<file path="src/rtl/mulacc_u48_u24_8_if.sv">
// Operand/result bundle for the iterative q*b+r multiply-accumulate.
// The master drives operands; the slave returns ready and the result.
interface mulacc_u48_u24_8_if;
  logic        vldin;
  logic        ready;
  logic [47:0] qin;
  logic [23:0] bin;
  logic [22:0] rin;
  logic        vldout;
  logic [47:0] out;
  logic        ovf;

  modport master (
    output vldin, qin, bin, rin,
    input  ready, vldout, out, ovf
  );

  modport slave (
    input  vldin, qin, bin, rin,
    output ready, vldout, out, ovf
  );
endinterface

</file>
<file path="src/rtl/mulacc_u48_u24_8.sv">
// Iterative unsigned out = q*b + r, scanning b three bits per cycle.
// Inverse path of divi_u48_u24_8; one operation in flight at a time.
module mulacc_u48_u24_8 (
  input  logic               clk,
  input  logic               rst_n,
  input  logic               en,
  mulacc_u48_u24_8_if.slave  bus
);

  typedef enum logic {IDLE, RUN} state_t;

  state_t      state;
  logic [71:0] q_sh;
  logic [23:0] b_sh;
  logic [71:0] acc;
  logic [2:0]  cnt;
  logic [71:0] pp;
  logic [71:0] acc_nxt;

  // x0..x7 partial product from shifted copies of q_sh
  always_comb begin
    pp = '0;
    if (b_sh[0]) pp = pp + q_sh;
    if (b_sh[1]) pp = pp + (q_sh << 1);
    if (b_sh[2]) pp = pp + (q_sh << 2);
    acc_nxt = acc + pp;
  end

  always_ff @(posedge clk or negedge rst_n) begin
    if (!rst_n) begin
      state      <= IDLE;
      q_sh       <= '0;
      b_sh       <= '0;
      acc        <= '0;
      cnt        <= '0;
      bus.ready  <= 1'b1;
      bus.vldout <= 1'b0;
      bus.out    <= '0;
      bus.ovf    <= 1'b0;
    end else if (en) begin
      bus.vldout <= 1'b0;
      unique case (state)
        IDLE: begin
          if (bus.vldin) begin
            q_sh      <= {24'd0, bus.qin};
            b_sh      <= bus.bin;
            acc       <= {49'd0, bus.rin};
            cnt       <= '0;
            state     <= RUN;
            bus.ready <= 1'b0;
          end
        end
        RUN: begin
          acc  <= acc_nxt;
          q_sh <= q_sh << 3;
          b_sh <= b_sh >> 3;
          cnt  <= cnt + 3'd1;
          if (cnt == 3'd7) begin
            bus.out    <= acc_nxt[47:0];
            bus.ovf    <= |acc_nxt[71:48];
            bus.vldout <= 1'b1;
            bus.ready  <= 1'b1;
            state      <= IDLE;
          end
        end
        default: state <= IDLE;
      endcase
    end
  end

endmodule

</file>
<file path="src/flat_wrapper.sv">
// flat-port wrapper written by rule: the top's interface ports become plain ports
module mulacc_u48_u24_8_flat 
  (clk, rst_n, en, bus_vldin, bus_qin, bus_bin, bus_rin, bus_ready, bus_vldout, bus_out, bus_ovf);
  mulacc_u48_u24_8_if bus_i ();
  input  logic clk;
  input  logic rst_n;
  input  logic en;
  input wire logic [$bits(bus_i.vldin)-1:0] bus_vldin;
  input wire logic [$bits(bus_i.qin)-1:0] bus_qin;
  input wire logic [$bits(bus_i.bin)-1:0] bus_bin;
  input wire logic [$bits(bus_i.rin)-1:0] bus_rin;
  output wire logic [$bits(bus_i.ready)-1:0] bus_ready;
  output wire logic [$bits(bus_i.vldout)-1:0] bus_vldout;
  output wire logic [$bits(bus_i.out)-1:0] bus_out;
  output wire logic [$bits(bus_i.ovf)-1:0] bus_ovf;
  assign bus_i.vldin = bus_vldin;
  assign bus_i.qin = bus_qin;
  assign bus_i.bin = bus_bin;
  assign bus_i.rin = bus_rin;
  assign bus_ready = bus_i.ready;
  assign bus_vldout = bus_i.vldout;
  assign bus_out = bus_i.out;
  assign bus_ovf = bus_i.ovf;
  mulacc_u48_u24_8 u_core (.clk(clk), .rst_n(rst_n), .en(en), .bus(bus_i));
endmodule
</file>
<file path="config.mk">
export PLATFORM = sky130hd
export DESIGN_NAME = mulacc_u48_u24_8_flat
export DESIGN_NICKNAME = d
export VERILOG_FILES = /design/src/rtl/mulacc_u48_u24_8_if.sv /design/src/rtl/mulacc_u48_u24_8.sv /design/src/flat_wrapper.sv
export SDC_FILE = /design/constraint.sdc
export NUM_CORES = 1
export LEC_CHECK = 0
export BUFFER_PORTS_ARGS = -buffer_cell sky130_fd_sc_hd__buf_4
export CORE_MARGIN = 3
export CORE_UTILIZATION = 63
export DETAILED_ROUTE_END_ITERATION = 16
export PLACE_DENSITY = 0.82
export SETUP_SLACK_MARGIN = 0.4
export SYNTH_ARGS = -nofsm -noshare
export SYNTH_HDL_FRONTEND = slang
export SYNTH_SLANG_ARGS = --single-unit
</file>
<file path="constraint.sdc">
create_clock -name clk -period 12.75 [get_ports clk]
set_clock_uncertainty 0.15 [all_clocks]
set_input_delay 0 -clock clk [delete_from_list [all_inputs] [get_ports clk]]
set_output_delay 0 -clock clk [all_outputs]
set_load 0.01 [all_outputs]
</file>
==> results.toml, run 1 <==
[worst_setup_path]
critPathLaunchType = "flop"
cp_slowest_cell = "dfrtp_4"
worst_setup_path_end_kind = "flop"
max_stage_delay_ns = 0.79
reg2reg_to = "u_core.bus.ovf"
critical_path_class = "flop to flop"
cpMostUsedCell = "a21oi_1"
regToRegStartpoint = "u_core.b_sh[0]"
crit_arrival_ns = 11.25
r2r_slack_ns = 1.79
path_buf_inv = 3
crit_required_ns = 13.05
crit_cells = 44
reg2reg_depth = 44
crit_family = "compound AO/OA/AOI/OAI gates"
cp_max_fo = 57

[power]
pwr_density_cell_nw_per_um2 = 255
vdd_drop_max_v = 0.000174
p_leak_nw = 12.7

[logic_synthesis]
netlist_instances = 3164
syn-cell-area_um2 = 24000
postSynth.asyncResetShare_pct = 100
synth_cell_type_count = 101
ys_seq_area_share_pct = 23.3
synth-edff-count = 0
synth-seq-cells = 223
synth_nets = 3463
syn_avg_cell_area_um2 = 7.57
yosysWarningCount = 0
synth_flop_cell = "dfrtp_1"

[layout]
multiInputGateArea_um2 = 17300
area_growth_pct = 12.3
fill_cells = 2834
regArea_um2 = 5590
diodes = 0
final_area_um2 = 26900
nets = 3553
drive_gt1_share_pct = 9.44

[clocking]
clock_sinks = 223
cts_tree = "built"
cts_buffer_depth = 3
cts_resized = 0
clk_pin_slew_worst_paths_ns = 0.06
clk_latency_ns = 0.59
htree_levels = 1
clockRootBuffer = "clkbuf_16"
cts_buffers = 27

[detailed_routing]
first_pass_iters = 7
avgViaCountPerCell = 6.68
antenna_left = 0
routedWlPerCell_um = 21.3
vias = 25200
drc = 0
drt_iter0_markers = 3134
routed_wl_um = 80300

[timing]
period_needed_ns = 10.96
tightest_slew_ns = 1.15
slew_violations = 0
fin_crit_sh_pct = 85.9
fin_setup_tns_ns = 0
hold_violations = 0
max_slew_margin_pct = 23.1
rsz0062_at_grt = "no"
fmax_ghz = 0.0913
finalSetupViolCount = 0

[worst_hold_path]
hold_path_class = "input pin to flop"
hold_end = "u_core.q_sh[8]"
hp-start = "bus_qin[8]"
hold_path_depth = 4

[floorplan]
die-area_um2 = 40400
coreArea_um2 = 37000
dieHeight_um = 201
io_pins = 150
placementRows = 70
die_x_um = 201
initial_core_util_pct = 64.7

[job]
max-cap-violations = 0

[global_route]
grt_pass1_wl_um = 127000
grt_overflow = 0
grt_max_degree = 267
antenna_found_initial = 2
grt_pass1_vias = 23800
grt_util_all_layers_pct = 37.9

[placement]
place.gp.congestion = 1.04
port_buffers = 149
place_area_um2 = 25000
place_hpwl_um = 56400

[outcome]
status = "finished clean"
==> synthesized netlist by cell type, drive strengths merged, types with 44 or more instances <==
library cell	n	area, um2
mux2i	94	941
clkbuf	147	552
mux2	54	608
a21oi	321	1620
ha	197	2460
nand4	58	363
and2	46	293
a21o	81	608
o21bai	44	330
buf	52	264
nor2	180	676
xnor2	114	998
nand3	70	350
xor2	97	857
inv	81	304
nand2	524	1970
o21ai	334	1680
dfrtp	222	5560
==> cell usage in the layout (no fill, tap or decap), drive strengths merged, types with 32 or more instances in the layout <==
cell	count
nor3	38
ha	197
nand2b	32
nand4	58
mux2i	94
inv	82
nor2	180
xnor2	114
and2	46
o21bai	44
mux2	54
dfrtp	222
nand3	70
a21o	81
dlygate4sd3	100
a21oi	321
clkbuf	40
o21ai	334
xor2	97
nand2	524
buf	160
==> per-stage QoR <==
step                      total power, mW  utilization, %  worst slack (ns)  instances  hold WS (ns)
final                                6.86            72.6              1.79       3777         0.102
after global routing                 7.31            72.6              1.05       3777         0.117
after CTS                            6.61            72.6              2.00       3777        0.0783
after detailed placement             5.79            67.5              2.06       3628        -0.109
after global placement               5.68            67.5              2.51       3628        -0.120
after floorplan                      4.57               -              2.79       3164        -0.446
==> logic make-up (layout without fill, tap and decap cells) <==
kind of cell | after synthesis | in the layout | share of synthesized area, %
buf+inv | 280 | 389 | 4.68
mux | 148 | 148 | 6.47
fa+ha+maj | 200 | 200 | 10.5
xor+xnor | 211 | 211 | 7.75
compound gates | 1033 | 1033 | 26.8
simple gates | 1069 | 1069 | 20.5
flops | 223 | 223 | 23.3
==> how the worst max path moves through the flow <==
stage / end / startpoint / slack (ns)
detailed placement: u_core.bus.ovf / u_core.b_sh[0] / 2.06
global route: u_core.bus.ovf / u_core.b_sh[0] / 1.05
floorplan: u_core.bus.ovf / u_core.b_sh[0] / 2.79
finish: u_core.bus.ovf / u_core.b_sh[0] / 1.79
global placement: u_core.bus.ovf / u_core.b_sh[0] / 2.51
CTS: u_core.bus.ovf / u_core.b_sh[0] / 2.00
==> layer usage <==
layer  vias up  GRT usage (%)  part of all wire [%]
met2      1557           56.2                    42
met1     11900           54.4                    43
li1      11500              -                     -
met4         4           11.2                   3.4
met3       226           9.78                    12
met5         -              0                 0.035
==> power by group <==
part	total, mW	switching (mW)	leakage, nW	internal [mW]
Combinational	4.56	2.87	9.42	1.69
Clock	0.765	0.334	0.420	0.431
Sequential	1.53	0.522	2.90	1.01
==> timing repair <==
item,in CTS,in global routing
buffers inserted,0,0
hold buffers,101,0
hold endpoints to repair,209,0
setup endpoints to repair,0,0
==> flip-flops by register name (all words and copies together) (netlist names) <==
name and count:
u_core.acc 72, u_core.q_sh 72, u_core.bus.out 48, u_core.b_sh 24
u_core.cnt 3, u_core.bus.ovf 1, u_core.bus.ready 1, u_core.bus.vldout 1
u_core.state 1
==> tightest hold or removal path: stages <==
cell	delay [ns]
dlygate4sd3_1	0.53
buf_4	0.10
mux2i_1	0.05
o21ai_0	0.13
==> layout make-up <==
cell class                 instances  share of cell area, %
clock buffer                      40                   2.95
clock inverter                     8                  0.223
inverter                          81                   1.13
multi-input combinational       2661                   64.2
sequential                       223                   20.8
tap                              504                   2.35
timing repair buffer             260                   8.34
No activity file was read; power rests on OpenSTA's default activity.
==> inputs of run 2 (changes only) <==
--- a/config.mk
+++ b/config.mk
@@ -9,8 +9,10 @@
 export CORE_MARGIN = 3
 export CORE_UTILIZATION = 63
 export DETAILED_ROUTE_END_ITERATION = 16
-export PLACE_DENSITY = 0.82
+export GPL_TIMING_DRIVEN = 0
+export PLACE_DENSITY = 0.85
 export SETUP_SLACK_MARGIN = 0.4
+export SLEW_MARGIN = 30
 export SYNTH_ARGS = -nofsm -noshare
 export SYNTH_HDL_FRONTEND = slang
 export SYNTH_SLANG_ARGS = --single-unit
==> results.toml, run 2 (same netlist as run 1, synthesis figures left out) <==
[timing]
tightest_slew_ns = 1.13
fmax_ghz = 0.0839
timing.final.ws_setup_ns = 0.836
slew_violations = 0
fin_crit_sh_pct = 93.4
max_slew_margin_pct = 24.8
rsz0062_at_grt = "no"
finalSetupViolCount = 0
hold_violations = 0
period_needed_ns = 11.91

[clocking]
cts_tree = "built"
htree_levels = 1
cts_buffer_depth = 3
cts_buffers = 27
clock_sinks = 223
clockRootBuffer = "clkbuf_16"
clk_pin_slew_worst_paths_ns = 0.07
clk_latency_ns = 0.61

[worst_setup_path]
max_stage_delay_ns = 0.47
critPathLaunchType = "flop"
reg2reg_to = "u_core.bus.ovf"
crit_arrival_ns = 12.24
r2r_slack_ns = 0.84
reg2reg_depth = 50
cp_max_fo = 10
cp_slowest_cell = "fa_1"
path_buf_inv = 12
regToRegStartpoint = "u_core.b_sh[0]"
crit_family = "compound AO/OA/AOI/OAI gates"
critical_path_class = "flop to flop"
worst_setup_path_end_kind = "flop"
crit_required_ns = 13.08

[layout]
nets = 3756
drive_gt1_share_pct = 11.1
area_growth_pct = 17.1
top_regs = "u_core.acc x72, u_core.q_sh x72, u_core.bus.out x48"
final_common_cell = "nand2_1"
final_cell_mix = "522 x nand2_1, 318 x o21ai_0, 309 x a21oi_1"

[placement]
place_hpwl_um = 67900
place_ws_ns = -1.92
port_buffers = 148
place.gp.congestion = 1.05

[detailed_routing]
drt_iter0_markers = 3246
vias = 27200
top_layer_used = "met5"
routed-wl-met2_um = 40700
routedWlPerCell_um = 23.9
drt-met1-wl_um = 35600
avgViaCountPerCell = 6.84
wl_met3_um = 11600
drc = 0
routed_wl_um = 95000
first_pass_iters = 6
antenna_left = 0

[global_route]
grt_overflow = 0
grt_max_degree = 79
grt_pass1_vias = 26100
antenna_found_initial = 4
grt_util_all_layers_pct = 44.5
grt_pass1_wl_um = 145000

[outcome]
status = "finished clean"

[job]
max-cap-violations = 0

[power]
power_mw = 7.32
p_leak_nw = 13.2
vdd_drop_max_v = 0.000199
pwr_density_cell_nw_per_um2 = 261

[floorplan]
io_pins = 150
die-area_um2 = 40400
coreArea_um2 = 37000
initial_core_util_pct = 64.7
placementRows = 70
dieHeight_um = 201
die_x_um = 201

[worst_hold_path]
hold_path_depth = 4
hp-start = "bus_qin[3]"
hold_end = "u_core.q_sh[3]"
hold_path_class = "input pin to flop"
[run 2: per-stage QoR]
stage	util, %	area (um2)	cells	hold WS (ns)	setup TNS [ns]
after floorplan	-	24000	3164	-0.446	0
after global placement	69.4	25700	3816	0.119	-6.81
after detailed placement	69.6	25800	3819	-0.115	-8.37
after CTS	75.1	27800	3972	0.0532	0
after global routing	75.7	28000	3983	0.124	0
final	75.7	28000	3984	0.0888	0
[run 2: worst max path at each step]
stage              startpoint             end  slack (ns)  depth (start not counted)
6_report       u_core.b_sh[0]  u_core.bus.ovf        0.84                         50
5_1_grt        u_core.b_sh[0]  u_core.bus.ovf        0.35                         51
4_1_cts        u_core.b_sh[0]  u_core.bus.ovf        0.40                         51
3_5_place_dp   u_core.b_sh[0]  u_core.bus.ovf       -1.92                         49
3_3_place_gp   u_core.b_sh[0]  u_core.bus.ovf       -1.79                         48
2_1_floorplan  u_core.b_sh[0]  u_core.bus.ovf        2.79                         49
[run 2: repair_timing]
item,CTS,global route
gates resized for setup,19,46
pin swaps,2,5
setup buffers,3,10
setup endpoints to repair,24,3
hold endpoints to repair,265,0
hold buffers,100,0
[run 2: routing by layer]
metal  track usage, %  up-vias
li1                 -    12000
met1             55.6    12700
met3             11.9      517
met5                0        -
met2             69.1     2037
met4             26.5        4
[run 2: power breakdown]
| group | leakage (nW) | internal (mW) | switching, mW | total [mW] |
|---|---|---|---|---|
| Sequential | 2.90 | 1.01 | 0.343 | 1.36 |
| Clock | 0.460 | 0.486 | 0.369 | 0.855 |
| Combinational | 9.89 | 1.76 | 3.35 | 5.11 |
| Total | 13.2 | 3.26 | 4.06 | 7.32 |
[run 2: worst reg2reg max path: cells and delay by family, from the launching register on]
kind / cells / cell delay [ns]
XOR/XNOR: 3 / 0.40
AO/OA/AOI/OAI: 16 / 4.08
adder cells (fa/ha/maj): 3 / 1.17
multiplexers: 1 / 0.31
buffers and inverters: 12 / 2.64
flip-flops: 1 / 0.34
AND/OR/NAND/NOR: 15 / 2.69
[run 2: layout make-up]
cell class	instances	area, um2
diodes	2	5.00
plain buffers	199	848
clock buffers	30	707
clock inverters	20	240
fillers	2696	9000
inverters	81	304
multi-input cells	2661	17400
flip-flops and latches	223	5580
well taps	504	631
repair buffers	264	2300
